File: src/rtl/id_pkg.sv
// Shared types and constants for the identifier scanner and later lexer stages.
package id_pkg;

    // Scanner FSM states.
    typedef enum logic [1:0] {
        IDLE  = 2'd0,
        IDENT = 2'd1,
        BAD   = 2'd2
    } state_t;

    // Character classes: separator, letter, digit.
    typedef enum logic [1:0] {
        CL_S = 2'd0,
        CL_L = 2'd1,
        CL_D = 2'd2
    } cls_t;

    // ASCII range bounds.
    localparam logic [7:0] ASCII_UPPER_LO = 8'h41;  // 'A'
    localparam logic [7:0] ASCII_UPPER_HI = 8'h5A;  // 'Z'
    localparam logic [7:0] ASCII_LOWER_LO = 8'h61;  // 'a'
    localparam logic [7:0] ASCII_LOWER_HI = 8'h7A;  // 'z'
    localparam logic [7:0] ASCII_DIGIT_LO = 8'h30;  // '0'
    localparam logic [7:0] ASCII_DIGIT_HI = 8'h39;  // '9'
    localparam logic [7:0] ASCII_US       = 8'h5F;  // '_'

    // True when c lies inside the closed range [lo, hi].
    function automatic logic in_range(input logic [7:0] c, input logic [7:0] lo,
                                      input logic [7:0] hi);
        return (c >= lo) && (c <= hi);
    endfunction

endpackage

File: src/rtl/id_char_class.sv
// Combinational ASCII classifier: letter / digit / separator.
module id_char_class
    import id_pkg::*;
#(
    parameter int unsigned ALLOW_US = 1
) (
    input  logic [7:0] char,
    output cls_t       char_class
);

    logic is_letter;
    logic is_digit;

    // Decode the character into one of the three classes.
    always_comb begin
        is_letter = in_range(char, ASCII_UPPER_LO, ASCII_UPPER_HI) ||
                    in_range(char, ASCII_LOWER_LO, ASCII_LOWER_HI) ||
                    ((ALLOW_US != 0) && (char == ASCII_US));
        is_digit  = in_range(char, ASCII_DIGIT_LO, ASCII_DIGIT_HI);
        char_class = CL_S;
        if (is_letter) begin
            char_class = CL_L;
        end else if (is_digit) begin
            char_class = CL_D;
        end
    end

endmodule

File: src/rtl/id_scanner.sv
// Identifier token scanner: tracks letter-first alphanumeric runs in a character
// stream, reporting match state, length, completion/error pulses and a token count.
module id_scanner
    import id_pkg::*;
#(
    parameter int unsigned MAX_LEN  = 8,
    parameter int unsigned LEN_W    = 4,
    parameter int unsigned CNT_W    = 8,
    parameter int unsigned ALLOW_US = 1
) (
    input  logic             clk,
    input  logic             reset,
    input  logic [7:0]       char,
    input  logic             in_valid,
    output logic             out,
    output logic [LEN_W-1:0] len,
    output logic             done,
    output logic             err,
    output logic [CNT_W-1:0] count
);

    localparam logic [LEN_W-1:0] LEN_MAX   = LEN_W'(MAX_LEN);
    localparam logic [CNT_W-1:0] COUNT_SAT = {CNT_W{1'b1}};

    cls_t             cls;
    state_t           state_q, state_d;
    logic [LEN_W-1:0] len_q, len_d;
    logic [CNT_W-1:0] count_q, count_d;
    logic             done_q, done_d;
    logic             err_q, err_d;

    id_char_class #(
        .ALLOW_US(ALLOW_US)
    ) u_char_class (
        .char      (char),
        .char_class(cls)
    );

    // Next-state: advance only on qualified characters; pulses default low.
    always_comb begin
        state_d = state_q;
        len_d   = len_q;
        count_d = count_q;
        done_d  = 1'b0;
        err_d   = 1'b0;
        if (in_valid) begin
            unique case (state_q)
                IDLE: begin
                    if (cls == CL_L) begin
                        state_d = IDENT;
                        len_d   = LEN_W'(1);
                    end else if (cls == CL_D) begin
                        state_d = BAD;
                        err_d   = 1'b1;
                    end
                end
                IDENT: begin
                    if (cls == CL_S) begin
                        state_d = IDLE;
                        len_d   = '0;
                        done_d  = 1'b1;
                        if (count_q != COUNT_SAT) begin
                            count_d = count_q + CNT_W'(1);
                        end
                    end else if (len_q == LEN_MAX) begin
                        // One character too many: the whole run becomes an error token.
                        state_d = BAD;
                        len_d   = '0;
                        err_d   = 1'b1;
                    end else begin
                        len_d = len_q + LEN_W'(1);
                    end
                end
                BAD: begin
                    if (cls == CL_S) begin
                        state_d = IDLE;
                    end
                end
                default: begin
                    state_d = IDLE;
                    len_d   = '0;
                end
            endcase
        end
    end

    // State, length, counter and pulse registers with synchronous reset.
    always_ff @(posedge clk) begin
        if (reset) begin
            state_q <= IDLE;
            len_q   <= '0;
            count_q <= '0;
            done_q  <= 1'b0;
            err_q   <= 1'b0;
        end else begin
            state_q <= state_d;
            len_q   <= len_d;
            count_q <= count_d;
            done_q  <= done_d;
            err_q   <= err_d;
        end
    end

    assign out   = (state_q == IDENT);
    assign len   = len_q;
    assign done  = done_q;
    assign err   = err_q;
    assign count = count_q;

endmodule

File: config.mk
export PLATFORM = sky130hd
export DESIGN_NAME = id_scanner
export DESIGN_NICKNAME = d
export VERILOG_FILES = /design/src/rtl/id_pkg.sv /design/src/rtl/id_char_class.sv /design/src/rtl/id_scanner.sv
export SDC_FILE = /design/constraint.sdc
export NUM_CORES = 1
export LEC_CHECK = 0
export CAP_MARGIN = 20
export CORE_UTILIZATION = 40
export DETAILED_ROUTE_END_ITERATION = 12
export PLACE_DENSITY = 0.69
export SYNTH_ARGS = -nofsm -noshare
export SYNTH_HDL_FRONTEND = slang
export SYNTH_HIERARCHICAL = 1
export SYNTH_SLANG_ARGS = --single-unit
File: constraint.sdc
create_clock -name clk -period 3 [get_ports clk]
set_input_delay 0.6 -clock clk [delete_from_list [all_inputs] [get_ports clk]]
set_output_delay 0.6 -clock clk [all_outputs]
set_load 0.02 [all_outputs]
==> summary.txt, run 1 <==
Status
  • Status: finished, final reports clean

Power and ir drop
  • Worst VDD drop: between 200 and 300 uV
  • LEAKAGE: 0.472 nW
  • Power Density: 334 nW/um2
  • Overall power: approximately 0.00043 W

Finish
  • # diodes: 0
  • Layout cells sized above 1: roughly an eighth
  • Finished Layout Cells: 172
  • Post-layout nets: 160
  • P&R area growth vs syn: 41.6%

Yosys
  • Synth Area in Adders: between 4 and 5%
  • Register area share after synthesis: a little over a third
  • Synth Area in Compound Gates: roughly 20%
  • Top FF cell, synth: dfxtp_1
  • Synth Area in XOR/XNOR: about 1.9%
  • Multiplexer area fraction after synthesis: around 1.1%
  • Unique masters post-synth: 41
  • Most frequent cells after synthesis: 16 x dfxtp_1, 9 x nand2_1, 7 x nor2_1, 6 x a21oi_1, 6 x o21ai_0
  • Number of synthesized flops with an enable pin: 0
  • Net Count, Synth: between 100 and 150
  • Largest family of logic cells by synthesized area: simple AND/OR/NAND/NOR gates
  • Seq cells post-synth: 16
  • Top cells by area, synth: dfxtp_1 35%, ha_1 4.1%, nand3b_1 4.1%
  • Yosys warning count: 6
  • Simple-gate share of the synthesized area: around 34%
  • Synth top area share: between 30% and 40%
  • FFs w/ async S/R, synth: 0%
  • Avg Cell Area, Syn: 8.38 um2
  • Yosys top cell by area: dfxtp_1
  • Post-synthesis cell count: about 110
  • Count leader, synth: dfxtp_1
  • Mapped Area: between 900 and 1000 um2

Timing
  • Slew @ Worst Pin: about 0.74 ns
  • Max frequency: ~370 MHz
  • Skew final: between 0.007 and 0.008 ns
  • Setup Viol. Count Final: 0
  • Endpoints failing hold: 0
  • Final worst slack: between 0.3 and 0.4 ns
  • Setup TNS: 0 ns
  • Tmin final: around 2.7 ns
  • Slew Limit Fails: 0
  • Rel. slew slack: between 50% and 60%
  • RSZ-0062 raised after global routing: no
  • Tcrit/Tclk final: between 80% and 90%

Critical path
  • Delay-heaviest family, CP: simple AND/OR/NAND/NOR gates
  • Crit end category: register
  • CP max-delay cell: or4_1
  • Crit-path max cell delay: about 0.52 ns
  • CP bufs+invs: 1
  • Critical path, cell by cell: clkdlybuf4s50_1, or4_1, a21oi_1, nor4b_1, nor2_1, o2111ai_1, or4_1, nand2_1
  • Crit start category: primary input
  • Critical Path RT: roughly 3.2 ns
  • Crit Path Class: primary input to register
  • Critical Path AT: 2.92 ns
  • CP max FO: 5
  • Critical Path Most Common Cell: or4_1

Clock network
  • Cts hold-fix bufs: 0
  • Htree depth: 1
  • Clock Tree Root: clkbuf_4
  • TritonCTS buffer count: 3
  • Sink Count: 16
  • TritonCTS clock tree: done
  • Resize count post-CTS: 0
  • Worst-Skew Late Latency: approximately 0.29 ns
  • Clock transition at the registers of the reported paths: 0.09 ns
  • Post-CTS Setup Inserts: 0
  • Clock buffer depth: 2

Detailed routing
  • Drt pass-1 iters: 4
  • Detailed Route WL: 2.27 mm
  • Via count: around 960
  • Residual DRC: 0
  • Antenna-violating nets left: 0
  • Vias per std cell: 5.60
  • DR WL/cell: ~13 um
  • Number of DRC markers in iteration 0: 29

Global routing
  • Initial antenna violation count: 0
  • Vias in the first global route: between 800 and 900
  • First-pass GRT wire length: 3.79 mm
  • Total Routing Usage GR: between 15 and 20%
  • Largest net degree at the start of global routing: 15
  • Grt total ovfl: 0

Floorplanning
  • Starting Density: between 40% and 50%
  • FP Rows: 16
  • Die footprint: 2480 um2
  • Die height: about 50 um
  • Core area: between 2000 and 2500 um2
  • DIE WIDTH: approximately 50 um
  • Ports: 26

Placement
  • Pre-CTS WS: roughly 0.034 ns
  • Final Wtd Congestion: ~0.87
  • Port Buffers: 25
  • Detailed placer's ending HPWL: between 1.5 and 2 mm
  • Cells after DPL: 168

Worst hold path
  • Min-Delay Path Class: register to register

Flow run
  • Max-cap violation count: 0
## metal layers
metal	wire length, um	vias up	track usage [%]	part of all wire (%)
met5	0	-	0	0
met3	140	2	5.25	6.2
met4	14	0	6.19	0.62
met2	1020	27	29.7	45
met1	1100	453	27.0	48
li1	-	481	-	-
## path summary, 6_finish.rpt
| kind | start | cells past startpoint | slack, ns | end |
|---|---|---|---|---|
| max | char[4] | 8 | 0.32 | count[7]$_SDFFE_PP0P_ |
| min | count[6]$_SDFFE_PP0P_ | 2 | 0.52 | count[6]$_SDFFE_PP0P_ |
| max reg2reg | state_q[0]$_SDFFE_PP0P_ | 4 | 1.34 | count[7]$_SDFFE_PP0P_ |
| min reg2reg | count[6]$_SDFFE_PP0P_ | 2 | 0.52 | count[6]$_SDFFE_PP0P_ |
## through the flow
| step | instance area, um2 | util (%) | hold WS [ns] |
|---|---|---|---|
| after floorplan | 913 | - | 0.555 |
| after global placement | 1260 | 61.0 | 0.494 |
| after detailed placement | 1260 | 61.0 | 0.510 |
| after CTS | 1290 | 62.7 | 0.520 |
| after global routing | 1290 | 62.7 | 0.561 |
| final | 1290 | 62.7 | 0.521 |
## worst min-delay path: stages, from the launching register on
cell	delay, ns
dfxtp_1	0.35
o31ai_1	0.07
a21oi_1	0.06
## state kept, by name (all words and copies together), names as in the netlist
register / flops
count: 8
len: 4
state_q: 2
done: 1
err: 1
## layout by cell type (no fill, tap or decap), types with 2 or more instances in the layout
cell / n
nor4b_1: 3
nor3_1: 2
or4_1: 4
nand2b_1: 4
dfxtp_1: 16
buf_4: 10
o211ai_1: 2
nor3b_1: 2
o21ai_0: 6
a21oi_1: 6
nand4_1: 3
inv_1: 5
nor2_1: 7
clkbuf_4: 3
nand3b_1: 5
ha_1: 3
o21a_1: 2
xor2_1: 2
nand3_1: 4
clkdlybuf4s50_1: 25
nand2_1: 9
## kinds of logic after synthesis
logic type                 after synthesis
and+or+nand+nor                         51
DFF                                     16
xor gates and xnor gates                 2
buffers and inverters                    9
muxes                                    1
AOI/OAI and AO/OA                       27
adders and majority gates                3
## where the power goes
group | switching (W) | internal [W]
clock | 0.0000720 | 0.0000740
sequential | 0.00000535 | 0.000216
combinational | 0.0000292 | 0.0000358
## layout make-up
| cell class | count | area [um2] |
|---|---|---|
| fill | 188 | 768 |
| multi-input combinational | 84 | 556 |
| timing repair buffer | 35 | 325 |
| sequential | 16 | 320 |
| clock buffer | 4 | 36.3 |
| tap | 27 | 33.8 |
| inverter | 6 | 22.5 |
No activity file was read; power rests on OpenSTA's default activity.
==> run 2, diff against run 1 <==
Settings changed: CAP_MARGIN 20 to unset, CORE_UTILIZATION 40 to 46, PLACE_DENSITY 0.69 to 0.78.
==> run 2 against run 1 <==
  * Via count down 3.1%
  * Flip-flop and latch count unchanged
  * Clock skew down 0.0044 ns
  * Combinational power down 7.2%
  * Die area down 13%
  * Largest cell class unchanged
==> summary.txt, run 2 (synthesized netlist as in run 1, its figures left out) <==
Finish
  • P&R area growth vs syn: 36.6% (was 41.6%)
  • FF+latch area: 320 um2 (unchanged)
  • # diodes: 0 (unchanged)
  • # fillers: 171 (was 188)
  • Post-layout nets: 156 (was 160)
  • Max reg flops: 8 (unchanged)
  • Commonest non-fill, non-tap cell in the layout: clkdlybuf4s50_1 (unchanged)
  • Footprint of the multi-input gates: 556 um2 (unchanged)
  • Most frequent cells in the layout: 25 x clkdlybuf4s50_1, 16 x dfxtp_1, 9 x nand2_1 (was 25 x clkdlybuf4s50_1, 16 x dfxtp_1, 10 x buf_4)
  • Layout cells sized above 1: 8.57% (was 11.7%)
  • Final Util: 69.2% (was 62.7%)

Detailed routing
  • Number of DRC markers in iteration 0: 17 (was 29)
  • Routed met3 length: 129 um (was 140 um)
  • Via count: 933 (was 963)
  • Antenna-violating nets left: 0 (unchanged)
  • Vias per std cell: 5.65 (was 5.60)
  • Drt pass-1 iters: 4 (unchanged)
  • DR top layer: met4 (unchanged)
  • Residual DRC: 0 (unchanged)
  • DR WL/cell: 13.1 um (was 13.2 um)
  • Metal2 WL: 976 um (was 1.02 mm)
  • WL met1: 1.03 mm (was 1.10 mm)
  • Detailed Route WL: 2.16 mm (was 2.27 mm)

Critical path
  • Critical Path RT: 3.24 ns (about the same)
  • Critical Path AT: 3.03 ns (was 2.92 ns)
  • R2R depth: 4 (unchanged)
  • Crit Path Class: primary input to register (unchanged)
  • CP max FO: 5 (unchanged)
  • Crit end category: register (unchanged)
  • Crit start category: primary input (unchanged)

Floorplanning
  • Ports: 26 (unchanged)
  • Starting Density: 50.7% (was 44.3%)
  • FP Rows: 15 (was 16)
  • Core area: 1800 um2 (was 2060 um2)
  • Die height: 46.6 um (was 49.8 um)
  • DIE WIDTH: 46.6 um (was 49.8 um)
  • Die footprint: 2170 um2 (was 2480 um2)

Clock network
  • Clock transition at the registers of the reported paths: 0.09 ns (about the same)
  • Clock Tree Root: clkbuf_4 (unchanged)
  • Cts hold-fix bufs: 0 (unchanged)
  • TritonCTS clock tree: done (unchanged)
  • Post-CTS Setup Inserts: 0 (unchanged)
  • Resize count post-CTS: 0 (unchanged)
  • Htree depth: 1 (unchanged)
  • Sink Count: 16 (unchanged)
  • TritonCTS buffer count: 3 (unchanged)
  • Worst-Skew Late Latency: 0.29 ns (about the same)
  • Clock buffer depth: 2 (unchanged)

Power and ir drop
  • LEAKAGE: 0.445 nW (was 0.472 nW)
  • Worst VDD drop: 324 uV (was 273 uV)
  • Power Density: 316 nW/um2 (was 334 nW/um2)

Timing
  • Setup Viol. Count Final: 0 (unchanged)
  • Rel. slew slack: 59.8% (was 50.3%)
  • Slew Limit Fails: 0 (unchanged)
  • Slew @ Worst Pin: 0.594 ns (was 0.735 ns)
  • Max frequency: 359 MHz (was 373 MHz)
  • Tcrit/Tclk final: 93.0% (was 89.3%)
  • Tmin final: 2.79 ns (was 2.68 ns)
  • RSZ-0062 raised after global routing: no (unchanged)
  • Skew final: 0.00348 ns (was 0.00791 ns)
  • Endpoints failing hold: 0 (unchanged)
  • Final worst slack: 0.211 ns (was 0.320 ns)

Flow run
  • Max-cap violation count: 0 (unchanged)

Placement
  • Pre-CTS WS: -0.0528 ns (was 0.0340 ns)
  • Detailed placer's ending HPWL: 1.68 mm (was 1.72 mm)
  • Final Wtd Congestion: 0.837 (was 0.866)
  • Port Buffers: 25 (unchanged)

Worst hold path
  • Hold path depth: 2 (unchanged)
  • Min-Delay Path Class: register to register (unchanged)

Global routing
  • Total Routing Usage GR: 21.5% (was 19.7%)
  • Grt total ovfl: 0 (unchanged)
  • Initial antenna violation count: 0 (unchanged)
  • First-pass GRT wire length: 3.28 mm (was 3.79 mm)
  • Largest net degree at the start of global routing: 15 (unchanged)
  • Vias in the first global route: 773 (was 866)

Status
  • Status: finished, final reports clean (unchanged)
run 2: cell types whose count changed in the layout (fill, tap and decap cells not counted), sizes merged:
cell    delta
clkbuf     -1
buf        -4
run 2: final timing paths:
check                           from                    end  slack, ns
min reg2reg    count[7]$_SDFFE_PP0P_  count[7]$_SDFFE_PP0P_       0.52
max                          char[4]  count[7]$_SDFFE_PP0P_       0.21
max reg2reg  state_q[0]$_SDFFE_PP0P_  count[7]$_SDFFE_PP0P_       1.28
min            count[7]$_SDFFE_PP0P_  count[7]$_SDFFE_PP0P_       0.52
run 2: power breakdown:
| group | internal, W | leakage [nW] | switching [W] |
|---|---|---|---|
| clock network | 0.0000467 | 0.0138 | 0.0000659 |
| logic | 0.0000323 | 0.302 | 0.0000280 |
| registers | 0.000216 | 0.129 | 0.00000524 |
| total | 0.000295 | 0.445 | 0.0000991 |
run 2: final cells by class:
cell class                 count  area share, %
multi-input combinational     84           44.5
sequential                    16           25.7
timing repair buffer          31           23.7
tap                           25           2.51
clock buffer                   3           1.81
inverter                       6           1.81
run 2: per-stage QoR:
| step | hold WS [ns] | total power, W | instance area, um2 | std cells | setup TNS [ns] |
|---|---|---|---|---|---|
| detailed placement | 0.505 | 0.000286 | 1220 | 162 | -0.0738 |
| CTS | 0.519 | 0.000399 | 1250 | 165 | 0 |
| global placement | 0.495 | 0.000284 | 1220 | 162 | 0 |
| floorplan | 0.555 | 0.000255 | 913 | 109 | 0 |
| finish | 0.520 | 0.000394 | 1250 | 165 | 0 |
| global route | 0.559 | 0.000412 | 1250 | 165 | 0 |
run 2: metal layers:
metal / global-route usage, % / vias to the layer above
li1: - / 476
met2: 33.6 / 26
met5: 0 / -
met4: 8.82 / 0
met3: 6.27 / 4
met1: 27.2 / 427
run 2: critical path, cell delays in order:
cell and delay (ns):
clkdlybuf4s50_1 0.46, or4_1 0.54, a21oi_1 0.15, nor4b_1 0.10, nor2_1 0.27, o2111ai_1 0.31, or4_1 0.54, nand2_1 0.07
==> run 3, diff against run 2 <==
Settings changed: PLACE_DENSITY 0.78 to unset, PLACE_DENSITY_LB_ADDON set to 0.05.
Clock period 3 ns to 2.9 ns, I/O delays scaled along.
==> run 3 against run 2 <==
  * Critical path type unchanged
  * Clock-buffer cell count increased by 1
  * Non-clock buffer count increased by 3
  * Sequential share of layout area decreased by 0.73 points
==> summary.txt, run 3 (synthesized netlist as in run 1, its figures left out) <==
Placement
  • Cells after DPL: 165 (was 162)
  • Final Wtd Congestion: 0.836 (was 0.837)
  • Detailed placer's ending HPWL: 1.71 mm (was 1.68 mm)
  • Port Buffers: 25 (unchanged)

Floorplanning
  • Core area: 1800 um2 (unchanged)
  • Starting Density: 50.7% (unchanged)
  • Die footprint: 2170 um2 (unchanged)
  • Ports: 26 (unchanged)
  • FP Rows: 15 (unchanged)
  • DIE WIDTH: 46.6 um (unchanged)
  • Die height: 46.6 um (unchanged)

Critical path
  • RR Endpoint: count[6]$_SDFFE_PP0P_ (was count[7]$_SDFFE_PP0P_)
  • Crit end category: register (unchanged)
  • Critical Path RT: 3.12 ns (was 3.24 ns)
  • Worst reg2reg startpoint: state_q[0]$_SDFFE_PP0P_ (unchanged)
  • Crit Path Class: primary input to register (unchanged)
  • CP max FO: 4 (was 5)
  • Reg2reg setup slack: 1.29 ns (was 1.28 ns)
  • Crit start category: primary input (unchanged)
  • Critical Path AT: 2.88 ns (was 3.03 ns)
  • R2R depth: 5 (was 4)

Power and ir drop
  • Sequential share of power: 51.8% (was 56.1%)
  • Internal Power: 0.000336 W (was 0.000295 W)
  • Power Density: 343 nW/um2 (was 316 nW/um2)
  • Comb pwr share: 15.0% (was 15.3%)
  • Overall power: 0.000440 W (was 0.000394 W)
  • Total net switching power: 0.000105 W (was 0.0000991 W)
  • Sw frac: 23.8% (was 25.2%)
  • Worst VDD drop: 272 uV (was 324 uV)
  • LEAKAGE: 0.467 nW (was 0.445 nW)
  • Part of the power in the clock network: 33.2% (was 28.6%)

Detailed routing
  • Residual DRC: 0 (unchanged)
  • Detailed Route WL: 2.21 mm (was 2.16 mm)
  • Vias per std cell: 5.68 (was 5.65)
  • Drt pass-1 iters: 5 (was 4)
  • Via count: 960 (was 933)
  • Number of DRC markers in iteration 0: 23 (was 17)
  • Antenna-violating nets left: 0 (unchanged)
  • DR WL/cell: 13.1 um (about the same)

Clock network
  • Resize count post-CTS: 0 (unchanged)
  • Clock Tree Root: clkbuf_4 (unchanged)
  • Worst-Skew Late Latency: 0.28 ns (was 0.29 ns)
  • Sink Count: 16 (unchanged)
  • Htree depth: 1 (unchanged)
  • Cts hold-fix bufs: 0 (unchanged)
  • Clock buffer depth: 2 (unchanged)
  • Clock transition at the registers of the reported paths: 0.09 ns (about the same)
  • TritonCTS clock tree: done (unchanged)
  • Post-CTS Setup Inserts: 0 (unchanged)
  • TritonCTS buffer count: 3 (unchanged)

Timing
  • Slew @ Worst Pin: 0.582 ns (was 0.594 ns)
  • Tmin final: 2.66 ns
  • Setup Viol. Count Final: 0 (unchanged)
  • Skew final: 0.00234 ns (was 0.00348 ns)
  • RSZ-0062 raised after global routing: no (unchanged)
  • Endpoints failing hold: 0 (unchanged)
  • Max frequency: around 380 MHz
  • Rel. slew slack: 60.7% (was 59.8%)
  • Tcrit/Tclk final: between 90% and 100%
  • Slew Limit Fails: 0 (unchanged)

Finish
  • Finished Layout Cells: 169 (was 165)
  • # fillers: 159 (was 171)
  • Layout cells sized above 1: 11.1% (was 8.57%)
  • P&R area growth vs syn: 40.5% (was 36.6%)
  • Most frequent cells in the layout: 25 x clkdlybuf4s50_1, 16 x dfxtp_1, 9 x nand2_1, 9 x buf_4, 7 x nor2_1 (was 25 x clkdlybuf4s50_1, 16 x dfxtp_1, 9 x nand2_1)
  • Max reg flops: 8 (unchanged)
  • # diodes: 0 (unchanged)
  • Post-layout nets: 159 (was 156)
  • Final Util: 71.3% (was 69.2%)
  • Commonest non-fill, non-tap cell in the layout: clkdlybuf4s50_1 (unchanged)

Status
  • Status: finished, final reports clean (unchanged)

Global routing
  • Largest net degree at the start of global routing: 15 (unchanged)
  • Grt total ovfl: 0 (unchanged)
  • Initial antenna violation count: 0 (unchanged)
  • First-pass GRT wire length: 3.35 mm (was 3.28 mm)
  • Vias in the first global route: 814 (was 773)
  • Total Routing Usage GR: 21.4% (was 21.5%)

Worst hold path
  • Hold endpoint: count[7]$_SDFFE_PP0P_ (unchanged)
  • Hold path depth: 2 (unchanged)
  • Worst Hold Launch: count[7]$_SDFFE_PP0P_ (unchanged)
  • Min-Delay Path Class: register to register (unchanged)

Flow run
  • Max-cap violation count: 0 (unchanged)
-- run 3: cell types whose count changed in the layout (fill, tap and decap cells not counted) --
| cell | change |
|---|---|
| clkbuf_8 | +1 |
| buf_4 | +3 |
-- run 3: worst max-delay path, stage by stage --
cell and delay [ns]:
clkdlybuf4s50_1 0.45, or4_1 0.52, a21oi_1 0.14, nor4b_1 0.09, buf_4 0.15, nor3b_4 0.19, nand3_2 0.12, or4_1 0.48
a21oi_1 0.14
-- run 3: per-layer routing --
metal / up-vias / wire length, um / global-route usage, %
met5: - / 0 / 0
met4: 0 / 15 / 5.29
met3: 2 / 108 / 4.71
met2: 30 / 1070 / 37.8
met1: 448 / 1010 / 25.9
li1: 480 / - / -
-- run 3: worst max-delay path by stage --
stage | startpoint | slack [ns] | endpoint
floorplan | char[4] | 0.47 | count[6]$_SDFFE_PP0P_
global placement | char[3] | 0.02 | count[6]$_SDFFE_PP0P_
detailed placement | char[3] | -0.04 | count[6]$_SDFFE_PP0P_
CTS | char[3] | 0.25 | count[6]$_SDFFE_PP0P_
global route | char[3] | 0.11 | count[6]$_SDFFE_PP0P_
finish | char[3] | 0.24 | count[6]$_SDFFE_PP0P_
-- run 3: per-stage QoR --
| stage | area (um2) | hold WS, ns | setup slack (ns) | setup TNS (ns) |
|---|---|---|---|---|
| finish | 1280 | 0.536 | 0.244 | 0 |
| global route | 1280 | 0.570 | 0.111 | 0 |
| CTS | 1280 | 0.542 | 0.254 | 0 |
| detailed placement | 1250 | 0.528 | -0.0427 | -0.0427 |
| global placement | 1250 | 0.493 | 0.0177 | 0 |
| floorplan | 913 | 0.555 | 0.472 | 0 |
-- run 3: final cells by class --
cell class                 instances  area [um2]  share of cell area [%]
inverter                           6        22.5                    1.75
sequential                        16         320                    25.0
tap                               25        31.3                    2.44
clock buffer                       4        36.3                    2.83
timing repair buffer              34         318                    24.8
multi-input combinational         84         556                    43.3
-- run 3: power by group through the flow --
stage	logic (W)	clock network [W]	registers [W]
floorplan	0.0000303	0	0.000234
global placement	0.0000648	0	0.000233
detailed placement	0.0000654	0	0.000233
CTS	0.0000657	0.000151	0.000228
global route	0.0000713	0.000157	0.000229
finish	0.0000661	0.000146	0.000228
